[config.mk]
export PLATFORM = sky130hd
export DESIGN_NAME = text_term_flat
export DESIGN_NICKNAME = d
export VERILOG_FILES = /design/src/rtl/text_term_pkg.sv /design/src/rtl/text_term_if.sv /design/src/rtl/text_term_cursor.sv /design/src/rtl/text_term.sv /design/src/flat_wrapper.sv
export SDC_FILE = /design/constraint.sdc
export NUM_CORES = 1
export LEC_CHECK = 0
export CORE_ASPECT_RATIO = 0.75
export CORE_UTILIZATION = 52
export DETAILED_ROUTE_END_ITERATION = 7
export MAX_ROUTING_LAYER = met4
export PLACE_DENSITY = 0.74
export SYNTH_ARGS = -nofsm -noshare
export SYNTH_HDL_FRONTEND = slang
export SYNTH_HIERARCHICAL = 1
export SYNTH_SLANG_ARGS = --single-unit
[constraint.sdc]
create_clock -name clock -period 5.5 [get_ports clock]
set_clock_uncertainty 0.1 [all_clocks]
set_input_delay 0.55 -clock clock [delete_from_list [all_inputs] [get_ports clock]]
set_output_delay 0.55 -clock clock [all_outputs]
set_load 0.1 [all_outputs]
[src/rtl/text_term_pkg.sv]
// rtl/text_term_pkg.sv - shared types and constants for the text terminal engine
// Package term_pkg: FSM state enum, cursor command enum, screen geometry,
// control codes and the blank character.
package term_pkg;

    localparam int COLS         = 80;
    localparam int ROWS         = 25;
    localparam int CELLS        = 2000;
    localparam int ROW_BYTES    = 160;
    localparam int SCREEN_BYTES = 2 * CELLS;
    localparam int SCROLL_BYTES = SCREEN_BYTES - ROW_BYTES;

    localparam logic [7:0] CH_CR = 8'h0D;
    localparam logic [7:0] CH_LF = 8'h0A;
    localparam logic [7:0] CH_BS = 8'h08;
    localparam logic [7:0] CH_FF = 8'h0C;
    localparam logic [7:0] BLANK = 8'h20;

    typedef enum logic [2:0] {
        IDLE,
        PUT_CHAR,
        PUT_ATTR,
        SCROLL_RD,
        SCROLL_WR,
        BLANK_ROW,
        CLEAR
    } term_state_e;

    typedef enum logic [2:0] {
        CUR_NONE,
        CUR_INC,
        CUR_CR,
        CUR_LF,
        CUR_BS,
        CUR_HOME
    } cursor_cmd_e;

endpackage

[src/rtl/text_term_if.sv]
// rtl/text_term_if.sv - byte stream, attribute load and text-buffer bus of text_term
// Signals: in_data/in_valid/in_ready byte stream, attr_data/attr_we attribute
// load, mem_address/mem_wdata/mem_we/mem_rdata buffer port, cursor, busy.
// slave = terminal engine side, master = producer/memory side.
interface text_term_if;
    logic [7:0]  in_data;
    logic        in_valid;
    logic        in_ready;
    logic [7:0]  attr_data;
    logic        attr_we;
    logic [11:0] mem_address;
    logic [7:0]  mem_wdata;
    logic        mem_we;
    logic [7:0]  mem_rdata;
    logic [10:0] cursor;
    logic        busy;

    modport slave (
        input  in_data, in_valid, attr_data, attr_we, mem_rdata,
        output in_ready, mem_address, mem_wdata, mem_we, cursor, busy
    );

    modport master (
        output in_data, in_valid, attr_data, attr_we, mem_rdata,
        input  in_ready, mem_address, mem_wdata, mem_we, cursor, busy
    );
endinterface

[src/rtl/text_term_cursor.sv]
// rtl/text_term_cursor.sv - row/col tracking and linear cursor register
// Ports: clock, reset (async, active high), i_cmd (cursor command for this
// cycle), o_cursor (row*COLS+col, registered), o_scroll_needed (the current
// command would move the cursor past the bottom row).
module term_cursor
    import term_pkg::*;
(
    input  logic        clock,
    input  logic        reset,
    input  cursor_cmd_e i_cmd,
    output logic [10:0] o_cursor,
    output logic        o_scroll_needed
);

    logic [4:0]  r_row;
    logic [6:0]  r_col;
    logic [10:0] r_cursor;
    logic [4:0]  w_next_row;
    logic [6:0]  w_next_col;
    logic        w_last_row;
    logic        w_last_col;

    assign w_last_row = (r_row == 5'(ROWS - 1));
    assign w_last_col = (r_col == 7'(COLS - 1));

    // On the bottom row the row index holds; the engine scrolls the buffer instead.
    assign o_scroll_needed = w_last_row &&
                             ((i_cmd == CUR_LF) || ((i_cmd == CUR_INC) && w_last_col));

    always_comb begin
        w_next_row = r_row;
        w_next_col = r_col;
        case (i_cmd)
            CUR_INC: begin
                if (w_last_col) begin
                    w_next_col = 7'd0;
                    if (!w_last_row) w_next_row = r_row + 5'd1;
                end else begin
                    w_next_col = r_col + 7'd1;
                end
            end
            CUR_CR:  w_next_col = 7'd0;
            CUR_LF: begin
                w_next_col = 7'd0;
                if (!w_last_row) w_next_row = r_row + 5'd1;
            end
            CUR_BS:  if (r_col != 7'd0) w_next_col = r_col - 7'd1;
            CUR_HOME: begin
                w_next_row = 5'd0;
                w_next_col = 7'd0;
            end
            default: ;
        endcase
    end

    // The linear index is recomputed from the next row/col so it changes on
    // the same edge as row/col.
    always_ff @(posedge clock or posedge reset) begin
        if (reset) begin
            r_row    <= 5'd0;
            r_col    <= 7'd0;
            r_cursor <= 11'd0;
        end else if (i_cmd != CUR_NONE) begin
            r_row    <= w_next_row;
            r_col    <= w_next_col;
            r_cursor <= ({6'd0, w_next_row} * 11'(COLS)) + {4'd0, w_next_col};
        end
    end

    assign o_cursor = r_cursor;

endmodule

[src/rtl/text_term.sv]
// rtl/text_term.sv - character-stream terminal engine for the 80x25 text buffer
// Ports: clock, reset (async, active high), bus (text_term_if.slave): byte
// stream in, attribute load, text-buffer read/write port, cursor index, busy.
// Prints characters with the attribute register, handles CR/LF/BS/FF,
// scrolls one row at the bottom and clears the screen after reset.
module text_term
    import term_pkg::*;
#(
    parameter logic [7:0] RESET_ATTR = 8'h07
) (
    input  logic        clock,
    input  logic        reset,
    text_term_if.slave  bus
);

    term_state_e r_state;
    logic [11:0] r_cnt;
    logic [7:0]  r_attr;
    logic        r_mem_we;
    logic [11:0] r_mem_address;
    logic [7:0]  r_mem_wdata;

    cursor_cmd_e w_cmd;
    logic        w_scroll_needed;
    logic [10:0] w_cursor;
    logic        w_accept;
    logic        w_printable;

    assign w_accept    = bus.in_valid && (r_state == IDLE);
    assign w_printable = (bus.in_data >= BLANK);

    always_comb begin
        w_cmd = CUR_NONE;
        case (r_state)
            IDLE: begin
                if (w_accept) begin
                    case (bus.in_data)
                        CH_CR:   w_cmd = CUR_CR;
                        CH_LF:   w_cmd = CUR_LF;
                        CH_BS:   w_cmd = CUR_BS;
                        default: w_cmd = CUR_NONE;
                    endcase
                end
            end
            PUT_ATTR: w_cmd = CUR_INC;
            CLEAR:    if (r_mem_we && (r_cnt == 12'(SCREEN_BYTES - 1))) w_cmd = CUR_HOME;
            default:  w_cmd = CUR_NONE;
        endcase
    end

    term_cursor u_cursor (
        .clock           (clock),
        .reset           (reset),
        .i_cmd           (w_cmd),
        .o_cursor        (w_cursor),
        .o_scroll_needed (w_scroll_needed)
    );

    always_ff @(posedge clock or posedge reset) begin
        if (reset) r_attr <= RESET_ATTR;
        else if (bus.attr_we) r_attr <= bus.attr_data;
    end

    // r_cnt is the byte index currently on the memory bus. In CLEAR a low
    // mem_we means the clear has not issued byte 0 yet (the post-reset case).
    always_ff @(posedge clock or posedge reset) begin
        if (reset) begin
            r_state       <= CLEAR;
            r_cnt         <= 12'd0;
            r_mem_we      <= 1'b0;
            r_mem_address <= 12'd0;
            r_mem_wdata   <= 8'd0;
        end else begin
            case (r_state)
                IDLE: begin
                    r_mem_we <= 1'b0;
                    if (w_accept) begin
                        if (w_printable) begin
                            r_state       <= PUT_CHAR;
                            r_mem_we      <= 1'b1;
                            r_mem_address <= {w_cursor, 1'b0};
                            r_mem_wdata   <= bus.in_data;
                        end else if (bus.in_data == CH_FF) begin
                            r_state       <= CLEAR;
                            r_cnt         <= 12'd0;
                            r_mem_we      <= 1'b1;
                            r_mem_address <= 12'd0;
                            r_mem_wdata   <= BLANK;
                        end else if (w_scroll_needed) begin
                            r_state       <= SCROLL_RD;
                            r_cnt         <= 12'd0;
                            r_mem_address <= 12'(ROW_BYTES);
                        end
                    end
                end
                PUT_CHAR: begin
                    r_state       <= PUT_ATTR;
                    r_mem_address <= {w_cursor, 1'b1};
                    r_mem_wdata   <= r_attr;
                end
                PUT_ATTR: begin
                    r_mem_we <= 1'b0;
                    if (w_scroll_needed) begin
                        r_state       <= SCROLL_RD;
                        r_cnt         <= 12'd0;
                        r_mem_address <= 12'(ROW_BYTES);
                    end else begin
                        r_state <= IDLE;
                    end
                end
                SCROLL_RD: begin
                    r_state       <= SCROLL_WR;
                    r_mem_we      <= 1'b1;
                    r_mem_address <= r_cnt;
                end
                SCROLL_WR: begin
                    if (r_cnt == 12'(SCROLL_BYTES - 1)) begin
                        r_state       <= BLANK_ROW;
                        r_cnt         <= 12'd0;
                        r_mem_address <= 12'(SCROLL_BYTES);
                        r_mem_wdata   <= BLANK;
                    end else begin
                        r_state       <= SCROLL_RD;
                        r_cnt         <= r_cnt + 12'd1;
                        r_mem_we      <= 1'b0;
                        r_mem_address <= r_cnt + 12'(ROW_BYTES + 1);
                    end
                end
                BLANK_ROW: begin
                    if (r_cnt == 12'(ROW_BYTES - 1)) begin
                        r_state  <= IDLE;
                        r_cnt    <= 12'd0;
                        r_mem_we <= 1'b0;
                    end else begin
                        r_cnt         <= r_cnt + 12'd1;
                        r_mem_address <= r_mem_address + 12'd1;
                        r_mem_wdata   <= r_cnt[0] ? BLANK : r_attr;
                    end
                end
                CLEAR: begin
                    if (!r_mem_we) begin
                        r_cnt         <= 12'd0;
                        r_mem_we      <= 1'b1;
                        r_mem_address <= 12'd0;
                        r_mem_wdata   <= BLANK;
                    end else if (r_cnt == 12'(SCREEN_BYTES - 1)) begin
                        r_state  <= IDLE;
                        r_cnt    <= 12'd0;
                        r_mem_we <= 1'b0;
                    end else begin
                        r_cnt         <= r_cnt + 12'd1;
                        r_mem_address <= r_cnt + 12'd1;
                        r_mem_wdata   <= r_cnt[0] ? BLANK : r_attr;
                    end
                end
                default: begin
                    r_state  <= CLEAR;
                    r_cnt    <= 12'd0;
                    r_mem_we <= 1'b0;
                end
            endcase
        end
    end

    assign bus.in_ready    = (r_state == IDLE);
    // Busy covers every bulk buffer operation, including the row blanking
    // that finishes a scroll.
    assign bus.busy        = (r_state == SCROLL_RD) || (r_state == SCROLL_WR) ||
                             (r_state == BLANK_ROW) || (r_state == CLEAR);
    assign bus.mem_we      = r_mem_we;
    assign bus.mem_address = r_mem_address;
    // Read data arrives in the SCROLL_WR cycle itself, so it bypasses the register.
    assign bus.mem_wdata   = (r_state == SCROLL_WR) ? bus.mem_rdata : r_mem_wdata;
    assign bus.cursor      = w_cursor;

endmodule

[src/flat_wrapper.sv]
// flat-port wrapper written by rule: the top's interface ports become plain ports
module text_term_flat import term_pkg::*;
#(
    parameter logic [7:0] RESET_ATTR = 8'h07
)
  (clock, reset, bus_in_data, bus_in_valid, bus_attr_data, bus_attr_we, bus_mem_rdata, bus_in_ready, bus_mem_address, bus_mem_wdata, bus_mem_we, bus_cursor, bus_busy);
  text_term_if bus_i ();
  input  logic clock;
  input  logic reset;
  input wire logic [$bits(bus_i.in_data)-1:0] bus_in_data;
  input wire logic [$bits(bus_i.in_valid)-1:0] bus_in_valid;
  input wire logic [$bits(bus_i.attr_data)-1:0] bus_attr_data;
  input wire logic [$bits(bus_i.attr_we)-1:0] bus_attr_we;
  input wire logic [$bits(bus_i.mem_rdata)-1:0] bus_mem_rdata;
  output wire logic [$bits(bus_i.in_ready)-1:0] bus_in_ready;
  output wire logic [$bits(bus_i.mem_address)-1:0] bus_mem_address;
  output wire logic [$bits(bus_i.mem_wdata)-1:0] bus_mem_wdata;
  output wire logic [$bits(bus_i.mem_we)-1:0] bus_mem_we;
  output wire logic [$bits(bus_i.cursor)-1:0] bus_cursor;
  output wire logic [$bits(bus_i.busy)-1:0] bus_busy;
  assign bus_i.in_data = bus_in_data;
  assign bus_i.in_valid = bus_in_valid;
  assign bus_i.attr_data = bus_attr_data;
  assign bus_i.attr_we = bus_attr_we;
  assign bus_i.mem_rdata = bus_mem_rdata;
  assign bus_in_ready = bus_i.in_ready;
  assign bus_mem_address = bus_i.mem_address;
  assign bus_mem_wdata = bus_i.mem_wdata;
  assign bus_mem_we = bus_i.mem_we;
  assign bus_cursor = bus_i.cursor;
  assign bus_busy = bus_i.busy;
  text_term #(.RESET_ATTR(RESET_ATTR)) u_core (.clock(clock), .reset(reset), .bus(bus_i));
endmodule
; After elaboration in Yosys (flattened, before gate mapping)
; Cells that the tools add are included.
[word_totals]
in_bits = 28
reg_bits = 67
out_inout_bits = 34
elab_cells = 127
[classes]
addsub = 7
n_mux = 56
eq_ne = 31
n_reduce_logical = 20
order_cmp = 1
n_bitwise = 2
multipliers = 1
[op_table]
columns = cell, count
row1 = 12-bit two-way mux, 16
row2 = 12-bit one-hot mux with 7 select lines, 1
row3 = 8-bit two-way mux, 9
row4 = 12-bit one-hot mux with 6 select lines, 1
row5 = 8-bit one-hot mux with 5 select lines, 1
row6 = "8-bit by 4-bit equality test with 1-bit output, second input constant", 4
row7 = 3-bit two-way mux, 10
row8 = "12-bit by 1-bit adder with 12-bit output, second input constant", 2
row9 = "12-bit equality test, second input constant", 2
row10 = 3-bit one-hot mux with 7 select lines, 1
row11 = 7-bit one-hot mux with 3 select lines, 1
row12 = 3-bit one-hot mux with 3 select lines, 2
row13 = "3-bit equality test, second input constant", 5
row14 = 5-bit one-hot mux with 3 select lines, 1
row15 = 7-bit two-way mux, 2
row16 = 7-bit nonzero test, 2
row17 = "12-bit by 8-bit adder with 12-bit output, second input constant", 1
row18 = "12-bit by 8-bit equality test with 1-bit output, second input constant", 1
row19 = "3-bit by 2-bit equality test with 1-bit output, second input constant", 4
row20 = 11-bit by 7-bit adder with 11-bit output, 1
row21 = 5-bit two-way mux, 2
row22 = "2-bit by 1-bit inequality test with 1-bit output, second input constant", 5
row23 = "8-bit by 6-bit greater-or-equal comparator with 1-bit output, second input constant", 1
row24 = "7-bit by 1-bit adder with 7-bit output, second input constant", 1
row25 = other kinds (25), 42

; Logic depth before layout (Yosys ltp)
[depth]
ltp_word = 13
depth_mapped = 24
ltp_nobuf = 21

; Modules after synthesis
; The synthesis kept the hierarchy.
[modules_own_cells]
columns = mod, area_each_um2, seq_area_each_um2, cells_per_inst, instances
row1 = text_term, 3881.2, 1107.3, 451, 1
row2 = term_cursor, 1655.3, 475.5, 187, 1

; Worst setup path after synthesis
; Ideal clock, no wire load.
[synth_path]
path_kind = register -> register
start = register u_core.r_state[1]
end = register u_core.u_cursor.r_cursor[10] (netlist: u_core/u_cursor/o_cursor[10])
stages_incl_launch_ff = 21
setup_time_ps = 126
path_buffers = 3
required_ps = 5274
path_slack_ps = 156
period_less_slack_ps = 5344
arrival_time_ps = 5118
cell_sequence = dfstp_2 > buf_6 > or3_1 > buf_2 > nor2_1 > nand3_1 > o41ai_1 > clkbuf_1 > nor2_1 > a21oi_1 > o21ai_0 > a22o_1 > ha_1 > ha_1 > fa_1 > nand2_1 > o21bai_1 > o21bai_1 > a222oi_1 > xnor2_1 > mux2_2
[synth_between]
elab_chain_cells = 8
elab_cells_between_ends = 17
classes_between = add/sub: 1 / mul: 1 / eq/ne: 7 / mux: 4 / reduce/logical: 4
[synth_rtl]
columns = item, line_no
row1 = "start, declared", text_term.sv:16  ; term_state_e r_state;
row2 = "start signal, assigned", text_term.sv:68  ; r_state <= CLEAR;
row3 = "start signal, assigned", text_term.sv:79  ; r_state <= PUT_CHAR;
row4 = "start signal, assigned", text_term.sv:84  ; r_state <= CLEAR;
row5 = 3-bit logical NOT, "text_term.sv:29, text_term.sv:34"
row6 = 1-bit logical AND, text_term.sv:29  ; assign w_accept = bus.in_valid && (r_state == IDLE);
row7 = 3-bit two-way mux, text_term.sv:36  ; if (w_accept) begin
row8 = 3-bit one-hot mux with 3 select lines (*), text_term.sv:34  ; case (r_state)
row9 = named net u_core.w_cmd[2], text_term.sv:23  ; cursor_cmd_e w_cmd;
row10 = "3-bit equality test, or another cell as far along", text_term_cursor.sv:33  ; case (i_cmd)
row11 = 5-bit one-hot mux with 3 select lines (*), text_term_cursor.sv:33
row12 = named net u_core.u_cursor.w_next_row[1], text_term_cursor.sv:18  ; logic [4:0] w_next_row;
row13 = 5-bit by 3-bit multiplier with 7-bit output (*), text_term_cursor.sv:66  ; r_cursor <= ({6'd0, w_next_row} * 11'(COLS)) + {4'd0, w_next_col};
row14 = 11-bit by 7-bit adder with 11-bit output (*), text_term_cursor.sv:66
row15 = "end signal, assigned", text_term_cursor.sv:66
row16 = "end, declared", text_term_cursor.sv:17  ; logic [10:0] r_cursor;
; The timed path passes the listed nets; every way through them passes the cells marked *.
; A chain may end at the register's enable or synchronous reset.

; Final worst setup path
[layout_path]
start = register u_core.r_cnt[0]
end = register u_core.u_cursor.r_cursor[10] (netlist: u_core/u_cursor/o_cursor[10])
[layout_between]
elab_chain_cells = 8
elab_cells_between_ends = 15
classes_between = add/sub: 1 / mul: 1 / eq/ne: 6 / mux: 4 / reduce/logical: 3
[layout_rtl]
columns = item, line_no
row1 = "start, declared", text_term.sv:17  ; logic [11:0] r_cnt;
row2 = "start signal, assigned", text_term.sv:124  ; r_cnt <= r_cnt + 12'd1;
row3 = "start signal, assigned", text_term.sv:135  ; r_cnt <= r_cnt + 12'd1;
row4 = "start signal, assigned", text_term.sv:151  ; r_cnt <= r_cnt + 12'd1;
row5 = 12-bit equality test (*), text_term.sv:46  ; CLEAR: if (r_mem_we && (r_cnt == 12'(SCREEN_BYTES - 1))) w_cmd = CUR_HOME;
row6 = 1-bit logical AND (*), text_term.sv:46
row7 = 3-bit two-way mux (*), text_term.sv:46
row8 = 3-bit one-hot mux with 3 select lines (*), text_term.sv:34
row9 = named net u_core.w_cmd[0], text_term.sv:23
row10 = "3-bit equality test, or another cell as far along", text_term_cursor.sv:33
row11 = 5-bit one-hot mux with 3 select lines (*), text_term_cursor.sv:33
row12 = named net u_core.u_cursor.w_next_row[1], text_term_cursor.sv:18
row13 = 5-bit by 3-bit multiplier with 7-bit output (*), text_term_cursor.sv:66
row14 = 11-bit by 7-bit adder with 11-bit output (*), text_term_cursor.sv:66
; Marked as above.

==> key figures <==
Detailed routing
  – Antenna Nets Post-Route: 0
  – Vias/cell: 6.52
  – Total Routed Length: 16900 µm
  – DRC: 0
  – DR WL/cell: 20.5 µm
  – Drt initial violations: 508
  – TritonRoute pass-1 iters: 5
  – Via count: ~5400

Placement
  – # port buffers: 61
  – DP HPWL: 12100 µm
  – Routability congestion estimate: 0.984

Setup path
  – CP peak stage delay: around 0.53 ns
  – Crit-path most repeated cell: ha_1
  – CP max-delay cell: fa_1
  – Crit path capture type: flop
  – Crit-path max FO: 7
  – CP Launch Type: flop
  – Critical path class: reg2reg
  – Critical path arrival: 5.21 ns
  – Reg2reg start: u_core/r_cnt[0]$_DFFE_PP0P_
  – Reg2Reg Depth: 18
  – Worst Path Required: 5.61 ns
  – Setup slack, reg-to-reg: 0.40 ns
  – RR Endpoint: u_core/u_cursor/o_cursor[10]$_DFFE_PP0P_
  – CP cell instances: ha_1 -> and4bb_1 -> and2_1 -> nand3_1 -> nand3_1 -> buf_4 -> nand2b_1 -> o21ai_1 -> a22o_1 -> ha_1 -> ha_1 -> fa_1 -> nand2_1 -> o21bai_1 -> o21bai_1 -> a222oi_1 -> xnor2_1 -> mux2_2

Hold path
  – Min-Delay Path Depth: 1
  – Min-Delay Startpoint: u_core/r_mem_wdata[4]$_DFFE_PP0P_
  – Hold Path Sink: u_core/r_mem_wdata[4]$_DFFE_PP0P_
  – Worst hold path class: reg2reg

Global route
  – Largest net degree at the start of global routing: between 40 and 50
  – GR Util All Layers: 0.328
  – Number of global-route vias before repair: 5053
  – First-pass GRT wire length: 27100 µm
  – Grt ovf: 0
  – Number of antenna violations at the first check in global routing: 0

CTS
  – H-tree depth: 3
  – CTS tree: done
  – Clock sink count: 63
  – Post-CTS Hold Buffers: 0
  – Clock Tree Root: clkbuf_16
  – Reg clk slew, reported paths: 0.05 ns
  – Num CTS Buffers: 9
  – Worst-Skew Late Latency: 0.33 ns
  – CTS Buffer Depth: 2

STA
  – Final worst path period share: 0.926
  – Worst Tran Pin Value: 0.992 ns
  – Slew margin rel.: 0.337
  – RSZ-0062 raised after global routing: no
  – Final hold violation count: 0
  – Tmin final: 5.10 ns
  – Pins Over Slew Limit: 0
  – Peak Freq: 196 MHz
  – Setup TNS Final: 0 ns
  – Final setup vio count: 0

Status
  – Outcome: completed

Cells and area
  – Antenna fix cells: 0
  – Fillcell total: 915
  – Area Overhead vs Synth: 17.6%
  – NumNets Final: 730
  – Seq. cell area: around 1600 µm²
  – Fraction of layout cells with a size suffix above 1: 0.153
  – Multi-input logic area: 3580 µm²
  – Layout Utilization: 0.630

Synth
  – Flops & latches, synth: 63
  – Synthesized area per cell: between 8 and 9 µm²
  – Top cells by area, synth: dfrtp_1, nand2_1, o21ai_0
  – Post-Syn Area: 5540 µm²
  – Cell variety after synth: 89
  – Syn nets: 684
  – Asr flop ratio synth: 1.00
  – Post-synth top area share: 0.262
  – Area leader, netlist: dfrtp_1
  – Syn Inst Count: 638
  – Post-synth EDFFs: 0
  – Sequential area share after synthesis: 0.286
  – Prevailing post-synth register cell: dfrtp_1
  – Synth warn: 6

Power and ir drop
  – Int Power: 946 µW
  – Clock share of power: 0.513
  – P_sw: between 200 and 300 µW
  – Worst IR Drop VDD: 0.267 mV
  – Combinational Power Share: 0.094
  – Switching power share of the total: 0.230
  – Total power divided by cell area: roughly 190 nW/µm²
  – Leak: 2.79 nW
  – Reg power frac: 0.393

Floorplanning
  – Die Y: 91.4 µm
  – FP Rows: 32
  – Initial Utilization: 0.536
  – IO Count: 62
  – Core Area: 10300 µm²
  – Die width: 121 µm
  – Die area: approximately 11000 µm²

Run
  – Maxcap violations: 0
[layout by cell type, fill, tap and decap left out, types with 22 or more instances in the layout]
master            n
a21oi_1          37
buf_4            22
clkdlybuf4s50_1  61
dfrtp_1          58
nand2_1          88
nand3_1          22
nor2_1           27
o21ai_0          42
[layout make-up]
type / instances / share of cell area
Sequential cell: 63 / 0.243
Tap cell: 136 / 0.0261
Clock buffer: 12 / 0.0409
Inverter: 18 / 0.0104
Multi-Input combinational cell: 509 / 0.550
Timing Repair Buffer: 83 / 0.119
Clock inverter: 3 / 0.00999
[cell usage after synthesis, drive strengths merged, types with 4 or more instances]
cell,count
a32oi,4
and2,6
xnor2,11
nor2b,8
nand4,7
clkbuf,13
dfstp,5
ha,16
dfrtp,58
o211ai,6
nand2b,9
a22o,18
o21bai,4
a211oi,4
mux2,24
inv,18
mux2i,9
a221oi,11
nor3,16
nand2,89
a21oi,40
buf,35
o22ai,6
o21ai,56
xor2,14
and3,10
o31ai,11
nand3,22
a32o,4
or3,5
a21o,7
nor2,29
a31oi,8
and4,4
[flip-flops by register name (all words and copies together) (netlist names), named ones only]
name / cells
u_core/bus.mem_address: 12
u_core/r_cnt: 12
u_core/r_attr: 8
u_core/r_mem_wdata: 8
u_core/u_cursor/o_cursor: 7
u_core/u_cursor/r_row: 5
u_core/r_state: 3
u_core/u_cursor/r_col: 3
u_core/bus.mem_we: 1
[per-stage QoR]
step	cells	hold slack, ns	setup slack (ns)	area (µm²)	power, mW
2_1_floorplan	638	0.381	0.156	5540	0.558
5_1_grt	824	0.425	0.113	6510	1.27
6_report	824	0.410	0.405	6510	1.23
4_1_cts	824	0.407	0.380	6510	1.24
3_3_place_gp	809	0.391	0.294	6180	0.605
3_5_place_dp	809	0.394	0.169	6180	0.607
[cells by family after synthesis]
family	count (synthesis)	share of synthesized area
flops	63	0.286
compound gates	208	0.275
xor+xnor	25	0.0395
fa+ha+maj	18	0.0434
buf+inv	66	0.0685
mux	33	0.0705
simple gates	225	0.218
[repair_timing]
action                                  in CTS  in global routing
endpoints found under the setup margin       0                  1
gates resized for setup                      0                  1
setup buffers                                0                  0
[per-layer routing]
layer,GRT usage,vias up,wire [µm]
met5,-,-,0
met4,0.106,0,397
met3,0.0773,34,1440
met2,0.459,305,7240
met1,0.463,2581,7820
li1,-,2456,-
[worst max path at each step]
stage / from / cells after the start / endpoint
2_1_floorplan: u_core/r_state[1]$_DFFE_PP1P_ / 20 / u_core/u_cursor/o_cursor[10]$_DFFE_PP0P_
3_3_place_gp: bus_in_data[4] / 20 / u_core/u_cursor/o_cursor[10]$_DFFE_PP0P_
3_5_place_dp: bus_in_data[4] / 20 / u_core/u_cursor/o_cursor[10]$_DFFE_PP0P_
4_1_cts: u_core/r_cnt[0]$_DFFE_PP0P_ / 18 / u_core/u_cursor/o_cursor[10]$_DFFE_PP0P_
5_1_grt: u_core/r_cnt[0]$_DFFE_PP0P_ / 19 / u_core/u_cursor/o_cursor[10]$_DFFE_PP0P_
6_report: u_core/r_cnt[0]$_DFFE_PP0P_ / 18 / u_core/u_cursor/o_cursor[10]$_DFFE_PP0P_
[critical path, delay by kind of cell, from the launching register on]
family                     cells  cell delay (ns)
AOI/OAI and AO/OA              5             1.34
adders and majority gates      4             1.39
buffers and inverters          1             0.19
and+or+nand+nor                6             1.09
DFF                            1             0.50
muxes                          1             0.26
xor gates and xnor gates       1             0.12
[power groups by stage]
stage / logic (mW) / registers [mW] / clock network (mW)
after floorplan: 0.0693 / 0.489 / 0
after global placement: 0.114 / 0.490 / 0
after detailed placement: 0.116 / 0.491 / 0
after CTS: 0.116 / 0.483 / 0.642
after global routing: 0.122 / 0.484 / 0.661
final: 0.115 / 0.483 / 0.630
Power figures use the tool's default switching activity.
